[src/rtl/alu_issue_stage.sv]
// alu_issue_stage: buffered issue stage in front of the combinational ALU.
//
// Operations {aluop, a, b} are accepted over a valid/ready handshake into a
// DEPTH-entry FIFO. The FIFO head feeds the ALU directly, and the result is
// captured into a registered output slot that has its own valid/ready
// handshake. Both ends are therefore registered and can be back-pressured.
//
// Ports:
//   clk, rst_n          clock, asynchronous active-low reset
//   in_valid/in_ready   upstream handshake (in_ready depends only on count)
//   in_aluop/in_a/in_b  operation: ALU function code and operands
//   out_valid/out_ready downstream handshake for the result slot
//   out_result/out_zero registered alu.y / alu.zero
//   out_aluop           function code that produced out_result
//   busy                FIFO non-empty or result slot occupied
//   op_cnt/zero_cnt     issue count / zero-result issue count
//                       (present only when ALU_ISSUE_STAT_EN is defined)
//
// Optional feature macro: ALU_ISSUE_STAT_EN

// Combinational ALU: y = fn(r1_data, r2_data), zero = (y == 0).
// Unused function codes produce 0.
module alu (
   input  logic [3:0]  fn,
   input  logic [31:0] r1_data,
   input  logic [31:0] r2_data,
   output logic [31:0] y,
   output logic        zero
);
   always_comb begin
      y = '0;
      case (fn)
         4'b0000: y = r1_data & r2_data;
         4'b0001: y = r1_data | r2_data;
         4'b0010: y = r1_data + r2_data;
         4'b0110: y = r1_data - r2_data;
         4'b0111: y = {31'b0, $signed(r1_data) < $signed(r2_data)};
         4'b1100: y = ~(r1_data | r2_data);
         default: y = '0;
      endcase
   end

   assign zero = (y == '0);
endmodule

module alu_issue_stage #(
   parameter int DEPTH = 2,
   parameter int AW    = 1
) (
   input  logic        clk,
   input  logic        rst_n,
   input  logic        in_valid,
   output logic        in_ready,
   input  logic [3:0]  in_aluop,
   input  logic [31:0] in_a,
   input  logic [31:0] in_b,
   output logic        out_valid,
   input  logic        out_ready,
   output logic [31:0] out_result,
   output logic        out_zero,
   output logic [3:0]  out_aluop,
   output logic        busy
`ifdef ALU_ISSUE_STAT_EN
   ,
   output logic [15:0] op_cnt,
   output logic [15:0] zero_cnt
`endif
);
   typedef struct packed {
      logic [3:0]  aluop;
      logic [31:0] a;
      logic [31:0] b;
   } op_t;

   localparam logic [AW:0]   DEPTH_C = (AW+1)'(DEPTH);
   localparam logic [AW:0]   CNT_ONE = (AW+1)'(1);
   localparam logic [AW-1:0] PTR_ONE = AW'(1);

   op_t         mem_q [DEPTH];
   op_t         mem_d [DEPTH];
   logic [AW-1:0] wr_ptr_q, wr_ptr_d;
   logic [AW-1:0] rd_ptr_q, rd_ptr_d;
   logic [AW:0]   count_q, count_d;
   logic          out_valid_q, out_valid_d;
   logic [31:0]   out_result_q, out_result_d;
   logic          out_zero_q, out_zero_d;
   logic [3:0]    out_aluop_q, out_aluop_d;

   op_t         head;
   logic [31:0] alu_y;
   logic        alu_zero;
   logic        push, issue, slot_free;

   assign head = mem_q[rd_ptr_q];

   alu u_alu (
      .fn      (head.aluop),
      .r1_data (head.a),
      .r2_data (head.b),
      .y       (alu_y),
      .zero    (alu_zero)
   );

   // in_ready looks only at the registered count, so a full FIFO stays
   // closed for the edge on which it issues; no out_ready -> in_ready path.
   assign in_ready  = (count_q < DEPTH_C);
   assign push      = in_valid && in_ready;
   assign slot_free = !out_valid_q || out_ready;
   // Issue uses the registered count, so an op pushed into an empty FIFO
   // cannot issue on the same edge (no bypass).
   assign issue     = (count_q != '0) && slot_free;

   always_comb begin
      mem_d        = mem_q;
      wr_ptr_d     = wr_ptr_q;
      rd_ptr_d     = rd_ptr_q;
      count_d      = count_q;
      out_valid_d  = out_valid_q;
      out_result_d = out_result_q;
      out_zero_d   = out_zero_q;
      out_aluop_d  = out_aluop_q;

      if (push) begin
         mem_d[wr_ptr_q] = '{aluop: in_aluop, a: in_a, b: in_b};
         wr_ptr_d        = wr_ptr_q + PTR_ONE;
      end

      if (issue) begin
         out_result_d = alu_y;
         out_zero_d   = alu_zero;
         out_aluop_d  = head.aluop;
         out_valid_d  = 1'b1;
         rd_ptr_d     = rd_ptr_q + PTR_ONE;
      end else if (out_valid_q && out_ready) begin
         // Slot was free but nothing queued: drain, keep data registers.
         out_valid_d = 1'b0;
      end

      case ({push, issue})
         2'b10:   count_d = count_q + CNT_ONE;
         2'b01:   count_d = count_q - CNT_ONE;
         default: count_d = count_q;
      endcase
   end

   // FIFO storage carries no reset; its contents are only read when count!=0.
   always_ff @(posedge clk) begin
      mem_q <= mem_d;
   end

   always_ff @(posedge clk or negedge rst_n) begin
      if (!rst_n) begin
         wr_ptr_q     <= '0;
         rd_ptr_q     <= '0;
         count_q      <= '0;
         out_valid_q  <= 1'b0;
         out_result_q <= '0;
         out_zero_q   <= 1'b0;
         out_aluop_q  <= '0;
      end else begin
         wr_ptr_q     <= wr_ptr_d;
         rd_ptr_q     <= rd_ptr_d;
         count_q      <= count_d;
         out_valid_q  <= out_valid_d;
         out_result_q <= out_result_d;
         out_zero_q   <= out_zero_d;
         out_aluop_q  <= out_aluop_d;
      end
   end

   assign out_valid  = out_valid_q;
   assign out_result = out_result_q;
   assign out_zero   = out_zero_q;
   assign out_aluop  = out_aluop_q;
   assign busy       = (count_q != '0) || out_valid_q;

`ifdef ALU_ISSUE_STAT_EN
   logic [15:0] op_cnt_q, op_cnt_d;
   logic [15:0] zero_cnt_q, zero_cnt_d;

   always_comb begin
      op_cnt_d   = op_cnt_q;
      zero_cnt_d = zero_cnt_q;
      if (issue) begin
         op_cnt_d = op_cnt_q + 16'd1;
         if (alu_zero) zero_cnt_d = zero_cnt_q + 16'd1;
      end
   end

   always_ff @(posedge clk or negedge rst_n) begin
      if (!rst_n) begin
         op_cnt_q   <= '0;
         zero_cnt_q <= '0;
      end else begin
         op_cnt_q   <= op_cnt_d;
         zero_cnt_q <= zero_cnt_d;
      end
   end

   assign op_cnt   = op_cnt_q;
   assign zero_cnt = zero_cnt_q;
`endif
endmodule

[config.mk]
export PLATFORM = sky130hd
export DESIGN_NAME = alu_issue_stage
export DESIGN_NICKNAME = d
export VERILOG_FILES = /design/src/rtl/alu_issue_stage.sv
export SDC_FILE = /design/constraint.sdc
export NUM_CORES = 1
export LEC_CHECK = 0
export ABC_AREA = 1
export BUFFER_PORTS_ARGS = -buffer_cell sky130_fd_sc_hd__buf_4
export CORE_MARGIN = 5
export CORE_UTILIZATION = 45
export DETAILED_ROUTE_END_ITERATION = 7
export PLACE_DENSITY_LB_ADDON = 0.25
export RECOVER_POWER = 25
export SLEW_MARGIN = 20
export SYNTH_ARGS = -nofsm -noshare
export SYNTH_HDL_FRONTEND = slang
export SYNTH_SLANG_ARGS = --single-unit
[constraint.sdc]
create_clock -name clk -period 3.6 [get_ports clk]
set_input_delay 0.18 -clock clk [delete_from_list [all_inputs] [get_ports clk]]
set_output_delay 0.18 -clock clk [all_outputs]
set_load 0.005 [all_outputs]
==> metrics.csv, run 1 <==
metric,value,unit
initial_core_util,45.5,%
ys_ff_latch,178,
endpoint_kind,flip-flop,
fp.coreArea,28700,um2
grt_pass1_vias,11900,
track_usage,25.6,%
drt_iter0_drc,1066,
n_antenna_cell,0,
synth_most_common_cell,nand2_1,
yosys.area.top_type_share,31.3,%
cts.path.max_buffers,2,
min_period,3.46,ns
dr_total_vias,12600,
ios,112,
clockRootBuffer,clkbuf_16,
status,"complete, no violations",
drive_gt1_share,20.0,%
drt_first_pass_iters,6,
ctsHtreeMaxLevel,4,
fin_skew,0.0101,ns
avgSynthCellArea,7.39,um2
grt-ovfl-total,0,
yosys-top-cells-area,"edfxtp_1, nand2_1, ha_1, dfrtp_1, inv_1",
rows,62,
max-slew-margin-rel,48.6,%
fmax,289,MHz
clock_latency,0.45,ns
worst_pin_slew,0.764,ns
path_clk_slew,0.08,ns
synth-async-reset-ratio,23.6,%
maxCapViolCount,0,
area_growth,26.3,%
grt_pass1_wl,65500,um
synth_cells,1765,
ys_seq_area_share,39.3,%
synth_cell_types,48,
die_x,180,um
synth-edff-count,136,
die_y,180,um
dp_cells,2319,
nets,2201,
setup_slack,0.137,ns
hold_path_class,primary input to flip-flop,
synth_commonest_cells,"nand2_1, inv_1, nor2_1",
finalCritPeriodShare,96.2,%
setup-violations-final,0,
die_area,32500,um2
pre_cts_ws,0.109,ns
synth_fp_nets,1936,
regArea,5140,um2
gp_congestion,0.980,
port_buffers,111,
cts_tree,built,
detail_route.wl_per_cell,17.5,um
fin_util,57.4,%
vias_per_cell,5.18,
instances_no_fill,2427,
criticalPathCategory,flip-flop to flip-flop,
crit_fanout,45,
worstPathRequired,3.99,ns
worstPathArrival,3.85,ns
cts.sinks,178,
drv_slew,0,
totalWireLength,42500,um
grt_max_degree,55,
yosysTopAreaCell,edfxtp_1,
ys_warn_count,0,
ant_nets,0,
cts_buffers,17,
antenna_found_initial,0,
fillers,2703,
multiInputGateArea,6830,um2
syn-cell-area,13100,um2
dp_hpwl,33800,um
drc_errors,0,
start_kind,flip-flop,
synthFlopType,edfxtp_1,
hold_viol,0,
==> critical path: stages (launching register included) <==
cell and delay (ns):
dfrtp_2 0.47, inv_6 0.07, buf_12 0.16, or2_2 0.28
o21ai_0 0.20, ha_2 0.47, inv_1 0.18, o21ai_0 0.17
nand3_1 0.10, nand3_1 0.10, a21oi_1 0.31, nand3_1 0.11
nand3_1 0.12, nand2_1 0.05, nor2_1 0.16, nand2_1 0.08
nor2_1 0.20, nand3_1 0.10, nand2_1 0.06
==> cells by family after synthesis <==
kind of cell / Yosys count / share of synthesized area, %
buffers and inverters: 311 / 9.86
adders and majority gates: 99 / 9.61
DFF: 178 / 39.3
muxes: 1 / 0.0767
and+or+nand+nor: 952 / 31.6
xor gates and xnor gates: 4 / 0.268
AOI/OAI and AO/OA: 220 / 9.30
==> cell usage in the layout, fill, tap and decap left out, types with 11 or more instances in the layout <==
| cell | instances |
|---|---|
| nand4_1 | 16 |
| dfrtp_1 | 41 |
| a221oi_1 | 13 |
| ha_2 | 12 |
| clkbuf_1 | 11 |
| nand2_1 | 462 |
| o21bai_1 | 12 |
| dlygate4sd3_1 | 70 |
| inv_1 | 245 |
| buf_4 | 176 |
| a21oi_1 | 55 |
| nand3_1 | 155 |
| ha_1 | 85 |
| clkbuf_16 | 17 |
| nor2_1 | 184 |
| edfxtp_1 | 136 |
| nor2_2 | 20 |
| nand2_2 | 14 |
| clkbuf_4 | 39 |
| or2_2 | 64 |
| o21ai_0 | 108 |
==> layer usage <==
layer	part of all wire (%)	global-route usage, %	routed length (um)	vias to the layer above
met5	0	0	0	-
met4	2.0	6.23	861	0
met3	9.2	4.68	3930	48
met2	43	38.3	18100	485
met1	46	38.7	19600	5827
li1	-	-	-	6200
==> per-stage QoR <==
step	TNS, ns	instance area (um2)	hold WS, ns
finish	0	16500	0.222
global route	-0.0674	16500	0.255
CTS	0	16300	0.219
detailed placement	0	15000	0.208
global placement	0	15000	0.208
floorplan	-44.96	13100	-0.116
==> repair_timing <==
item,CTS,global route
hold buffers,70,0
endpoints found under the hold margin,179,0
buffers inserted,0,6
endpoints found under the setup margin,0,4
resized for setup,0,71
==> sequential cells by signal, indices dropped and copies added, names as in the netlist <==
register / cells
mem_q: 136
out_result: 32
out_aluop: 4
count_q: 2
out_valid: 1
out_zero: 1
rd_ptr_q: 1
wr_ptr_q: 1
==> final timing paths <==
check                          startpoint             end  slack [ns]  depth (start not counted)
hold reg to reg            out_result[28]  out_result[28]        0.48                          2
hold / removal                   in_valid        wr_ptr_q        0.22                          3
setup reg to reg                 rd_ptr_q        out_zero        0.14                         18
max in group asynchronous           rst_n        rd_ptr_q        2.94                          2
setup / recovery                 rd_ptr_q        out_zero        0.14                         18
min in group asynchronous           rst_n    out_aluop[0]        0.26                          2
==> layout make-up <==
class	count	share of cell area [%]
timing repair buffer	303	15.0
multi-input combinational	1276	41.4
clock buffer	18	2.66
clock inverter	14	0.994
tap	384	2.91
inverter	254	5.86
sequential	178	31.1
Power of run 1 is left out: the tool's default activity adds up to more than one toggle a clock period on the data nets, which glitch-free logic cannot reach.
==> run 2: changes to the inputs <==
--- a/config.mk
+++ b/config.mk
@@ -7,7 +7,8 @@
 export LEC_CHECK = 0
 export ABC_AREA = 1
+export ABC_CLOCK_PERIOD_IN_PS = 3600
 export BUFFER_PORTS_ARGS = -buffer_cell sky130_fd_sc_hd__buf_4
 export CORE_MARGIN = 5
-export CORE_UTILIZATION = 45
+export CORE_UTILIZATION = 55
 export DETAILED_ROUTE_END_ITERATION = 7
 export PLACE_DENSITY_LB_ADDON = 0.25
==> constraint.sdc (replaced) <==
create_clock -name clk -period 3.6 [get_ports clk]
set_input_delay 0.72 -clock clk [delete_from_list [all_inputs] [get_ports clk]]
set_output_delay 0.72 -clock clk [all_outputs]
set_load 0.005 [all_outputs]
==> run 2 against run 1 <==
Critical path depth is 2 higher. Wire length is 3.4% lower. Global-route usage is 4.6 points higher. Sequential share of layout area grew 1.9 points. Cell area decreased by 5.7%. Clock skew up 0.015 ns. Maximum frequency rose by 2.2%. Sequential cell count is the same. Worst setup slack gained 0.076 ns. Die area is 17% lower. Critical endpoint unchanged. Largest cell class unchanged. Critical path type unchanged.
==> metrics.csv, run 2 (same netlist as run 1, synthesis figures left out) <==
metric,value,unit,change
r2r_cells,20,,+2
maxCapViolCount,0,,unchanged
ctsHtreeMaxLevel,4,,unchanged
worstPathRequired,3.97,ns,-0.02 ns
final_cell_mix,"nand2_1, inv_1, nor2_1",,
setup-violations-final,0,,unchanged
ant_nets,0,,unchanged
grt_pass1_vias,11500,,-3.5%
cts_buffers,17,,unchanged
drc_errors,0,,unchanged
fin_skew,0.0250,ns,+0.0149 ns
drv_slew,0,,unchanged
port_buffers,111,,unchanged
r2r_setup_slack,0.21,ns,+0.08 ns
vias_per_cell,5.48,,+5.9%
r2r-end,out_zero,,
antenna_found_initial,0,,unchanged
postCtsHoldBufs,0,,-100%
drive_gt1_share,20.1,%,+0.14 points
largest_reg_flops,136,,unchanged
die_x,164,um,-9.0%
hold_viol,0,,unchanged
worst_pin_slew,0.743,ns,-0.0208 ns
worstPathArrival,3.76,ns,-0.09 ns
die_y,164,um,-9.0%
rows,56,,-9.7%
grt_pass1_wl,62200,um,-5.1%
fp.coreArea,23400,um2,-18%
path_clk_slew,0.08,ns,about the same
max-slew-margin-rel,50.4,%,+1.8 points
dp_hpwl,32700,um,-3.5%
crit_fanout,42,,-6.7%
start_kind,flip-flop,,
final_common_cell,nand2_1,,
fmax,295,MHz,+2.2%
stdcell_area,15600,um2,-5.7%
drt_iter0_drc,1230,,+15%
largest_register,mem_q,,
place_area,14600,um2,-2.5%
dr_total_vias,12400,,-1.5%
clock_latency,0.45,ns,about the same
hold_path_class,primary input to asynchronous set/reset pin,,
criticalPathCategory,flip-flop to flip-flop,,
track_usage,30.3,%,+4.6 points
ios,112,,unchanged
area_growth,19.2,%,
cts.sinks,178,,unchanged
endpoint_kind,flip-flop,,
die_area,26900,um2,-17%
detail_route.wl_per_cell,18.2,um,+3.9%
cts.path.max_buffers,2,,unchanged
nets,2097,,-4.7%
drt_first_pass_iters,6,,unchanged
totalWireLength,41100,um,-3.4%
initial_core_util,55.8,%,+10 points
gp_congestion,1.04,,+6.4%
min_period,3.39,ns,-0.0762 ns
clockRootBuffer,clkbuf_16,,
cts_tree,built,,
finalCritPeriodShare,94.1,%,-2.1 points
status,"complete, no violations",,
grt-ovfl-total,0,,unchanged
n_antenna_cell,0,,unchanged
r2r_start,rd_ptr_q,,
grt_max_degree,55,,unchanged
run 2: changes by cell type in the layout (fill, tap and decap cells not counted), sizes merged:
cell         delta
bufinv          -1
clkinvlp        -2
dlygate4sd3    -70
inv             -1
clkbuf          +4
clkinv          +4
buf            -38
run 2: through the flow:
| step | hold slack (ns) | cells | setup TNS (ns) | worst slack, ns | util [%] |
|---|---|---|---|---|---|
| final | 0.269 | 2258 | 0 | 0.213 | 66.5 |
| after global routing | 0.302 | 2258 | -0.0145 | -0.0145 | 66.5 |
| after CTS | 0.273 | 2244 | 0 | 0.0290 | 65.0 |
| after detailed placement | 0.466 | 2212 | 0 | 0.0475 | 62.5 |
| after global placement | 0.464 | 2212 | 0 | 0.0669 | 62.5 |
| after floorplan | 0.424 | 1765 | -77.55 | -0.570 | - |
run 2: area by class of cell:
class                           count  area [um2]
Fill cell                        2089        7850
Timing Repair Buffer              199        1590
Inverter                          254         966
Tap cell                          319         399
Clock inverter                     14         158
Clock buffer                       18         429
Sequential cell                   178        5140
Multi-Input combinational cell   1276        6870
run 2: worst max path at each step:
| stage | startpoint | endpoint | cells past startpoint |
|---|---|---|---|
| after floorplan | in_valid | mem_q[0] | 2 |
| after global placement | rd_ptr_q | out_zero | 26 |
| after detailed placement | rd_ptr_q | out_zero | 26 |
| after CTS | rd_ptr_q | out_zero | 26 |
| after global routing | rd_ptr_q | out_zero | 23 |
| final | rd_ptr_q | out_zero | 20 |
run 2: worst max-delay path, stage by stage, from the launching register on:
cell and delay, ns:
dfrtp_2 0.43, clkinv_4 0.12, buf_12 0.18, or2_2 0.28
o21ai_0 0.14, ha_2 0.37, inv_1 0.09, buf_4 0.17
a21oi_1 0.16, o21ai_0 0.12, nand2_1 0.08, nand2_1 0.11
a21oi_1 0.28, nand3_1 0.11, nand2_1 0.07, nor2_1 0.05
nor2_1 0.20, nand3_1 0.10, nor2_1 0.10, nand3_1 0.08
nand2_1 0.05
run 2: per-layer routing:
metal | track usage [%] | share of wire [%]
met2 | 45.8 | 42
met5 | 0 | 0
met3 | 6.73 | 11
met1 | 43.8 | 44
met4 | 8.77 | 2.4
run 2: timing repair:
| action | 4_1_cts | 5_1_grt |
|---|---|---|
| resized for setup | 0 | 86 |
| endpoints found under the setup margin | 0 | 8 |
| buffers inserted | 0 | 13 |
Power of run 2 is left out for the same reason.
==> run 3: changes to the inputs <==
PLACE_DENSITY_LB_ADDON = 0.1   (was 0.25)
==> run 3 against run 2 <==
Clock-buffer cell count decreased by 1. Maximum frequency is 2.2% lower. Cell area increased by 0.87%. Clock skew down 0.0011 ns. Sequential cell count unchanged. Register-to-register slack got worse by 0.08 ns. Sequential share of layout area decreased by 0.28 points. Hold slack improved by 0.0059 ns. Largest cell class unchanged. Wire length up 0.81%.
==> metrics.csv, run 3 (same netlist as run 1, synthesis figures left out) <==
metric,value,unit,change
status,"complete, no violations",,
gp_congestion,1.08,,+3.5%
grt_pass1_vias,11800,,+2.3%
postCtsHoldBufs,0,,unchanged
largest_reg_flops,136,,unchanged
initial_core_util,55.8,%,unchanged
stdcell_area,15700,um2,+0.87%
die_area,26900,um2,unchanged
drc_errors,0,,unchanged
grt_max_degree,55,,unchanged
vias_per_cell,5.47,,-0.18%
clock_latency,0.45,ns,about the same
drt_first_pass_iters,5,,-1
path_delay_family,compound AO/OA/AOI/OAI gates,,
grt_pass1_wl,63700,um,+2.4%
detail_route.wl_per_cell,18.1,um,-0.39%
rows,56,,unchanged
instances_no_fill,2285,,+1.2%
start_kind,flip-flop,,
r2r_cells,17,,-15%
max-slew-margin-rel,45.6,%,-4.7 points
ant_nets,0,,unchanged
endpoint_kind,flip-flop,,
critical-path-slowest-cell,dfrtp_2,,
slowest_delay,0.49,ns,+0.06 ns
cts_tree,built,,
die_y,164,um,unchanged
drv_slew,0,,unchanged
largest_register,mem_q,,
path_buf_inv,4,,unchanged
top_layer,met4,,
hold_viol,0,,unchanged
cts.path.max_buffers,2,,unchanged
antenna_found_initial,0,,unchanged
dp_cells,2240,,+1.3%
fmax,289,MHz,-2.2%
ios,112,,unchanged
finalCritPeriodShare,96.2,%,+2.1 points
met2WireLength,17300,um,-0.72%
wl_met1,19000,um,+4.8%
dp_hpwl,32700,um,+0.15%
worstPathArrival,3.83,ns,+0.07 ns
path_common_cell,nor2_1,,
wl_met3,4210,um,-6.9%
grt-ovfl-total,0,,unchanged
fillers,2046,,-2.1%
place_area,14800,um2,+1.4%
area_growth,20.2,%,
ctsHtreeMaxLevel,4,,unchanged
grt_setup_unrepaired,yes,,
path_cells,buf_4 > clkbuf_16 > o21ai_0 > inv_1 > ha_1 > inv_1 > o21ai_0 > o21bai_1 > a21oi_1 > nor2_1 > nor2_1 > nand3_1 > o211ai_1 > nand2_1 > nor2_1 > nand3_1 > nand2_1,,
track_usage,31.0,%,+0.71 points
fin_skew,0.0239,ns,-0.00106 ns
criticalPathCategory,flip-flop to flip-flop,,
setup-violations-final,0,,unchanged
final_cell_mix,"nand2_1, inv_1, nor2_1",,
worstPathRequired,3.97,ns,about the same
die_x,164,um,unchanged
nets,2123,,+1.2%
hold_path_class,primary input to asynchronous set/reset pin,,
crit_fanout,21,,-50%
totalWireLength,41400,um,+0.81%
finalSetupTns,0,ns,unchanged
port_buffers,111,,unchanged
drive_gt1_share,19.8,%,-0.27 points
min_period,3.46,ns,+0.0758 ns
final_common_cell,nand2_1,,
maxCapViolCount,0,,unchanged
drt_iter0_drc,1305,,+6.1%
fin_util,67.0,%,+0.58 points
worst-path-stages,17,,-15%
dr_total_vias,12500,,+1.0%
cts.sinks,178,,unchanged
worst_pin_slew,0.813,ns,+0.0706 ns
path_clk_slew,0.09,ns,about the same
clockRootBuffer,clkbuf_16,,
cts_buffers,17,,unchanged
fp.coreArea,23400,um2,unchanged
==> run 3: cell types whose count changed in the layout (fill, tap and decap cells not counted), sizes merged <==
cell and delta:
buf +25, bufinv +1, clkinv -1, diode +1
inv +1
==> run 3: area by class of cell <==
| cell class | instances | area, um2 | share of cell area (%) |
|---|---|---|---|
| Inverter | 254 | 968 | 6.17 |
| Clock inverter | 15 | 198 | 1.26 |
| Clock buffer | 17 | 425 | 2.71 |
| Tap cell | 319 | 399 | 2.54 |
| Sequential cell | 178 | 5140 | 32.7 |
| Timing Repair Buffer | 225 | 1750 | 11.2 |
| Multi-Input combinational cell | 1276 | 6800 | 43.4 |
| Antenna cell | 1 | 2.50 | 0.0160 |
==> run 3: per-stage QoR <==
| step | setup WS (ns) | hold slack [ns] |
|---|---|---|
| 2_1_floorplan | -0.570 | 0.424 |
| 3_3_place_gp | 0.0322 | 0.464 |
| 3_5_place_dp | 0.0311 | 0.467 |
| 4_1_cts | 0.0174 | 0.265 |
| 5_1_grt | -0.135 | 0.296 |
| 6_report | 0.137 | 0.275 |
==> run 3: what timing repair did <==
action	4_1_cts	5_1_grt
resized for setup	1	73
pin swaps	0	10
endpoints found under the setup margin	1	4
buffers inserted	0	11
gates cloned	0	1
==> run 3: path summary, 6_finish.rpt <==
kind                                      from        endpoint  slack, ns
worst max-delay path                  rd_ptr_q        out_zero       0.14
worst min-delay path                     rst_n   out_result[0]       0.27
worst max register to register        rd_ptr_q        out_zero       0.14
worst min register to register  out_result[26]  out_result[26]       0.48
max in group asynchronous                rst_n        rd_ptr_q       2.92
min in group clk                      in_a[16]       mem_q[48]       0.47
==> run 3: layer usage <==
metal / track usage, % / vias to the layer above
li1: - / 6070
met1: 46.9 / 5775
met2: 46.1 / 604
met3: 5.35 / 52
met4: 7.85 / 0
met5: 0 / -
Power of run 3 is left out for the same reason.
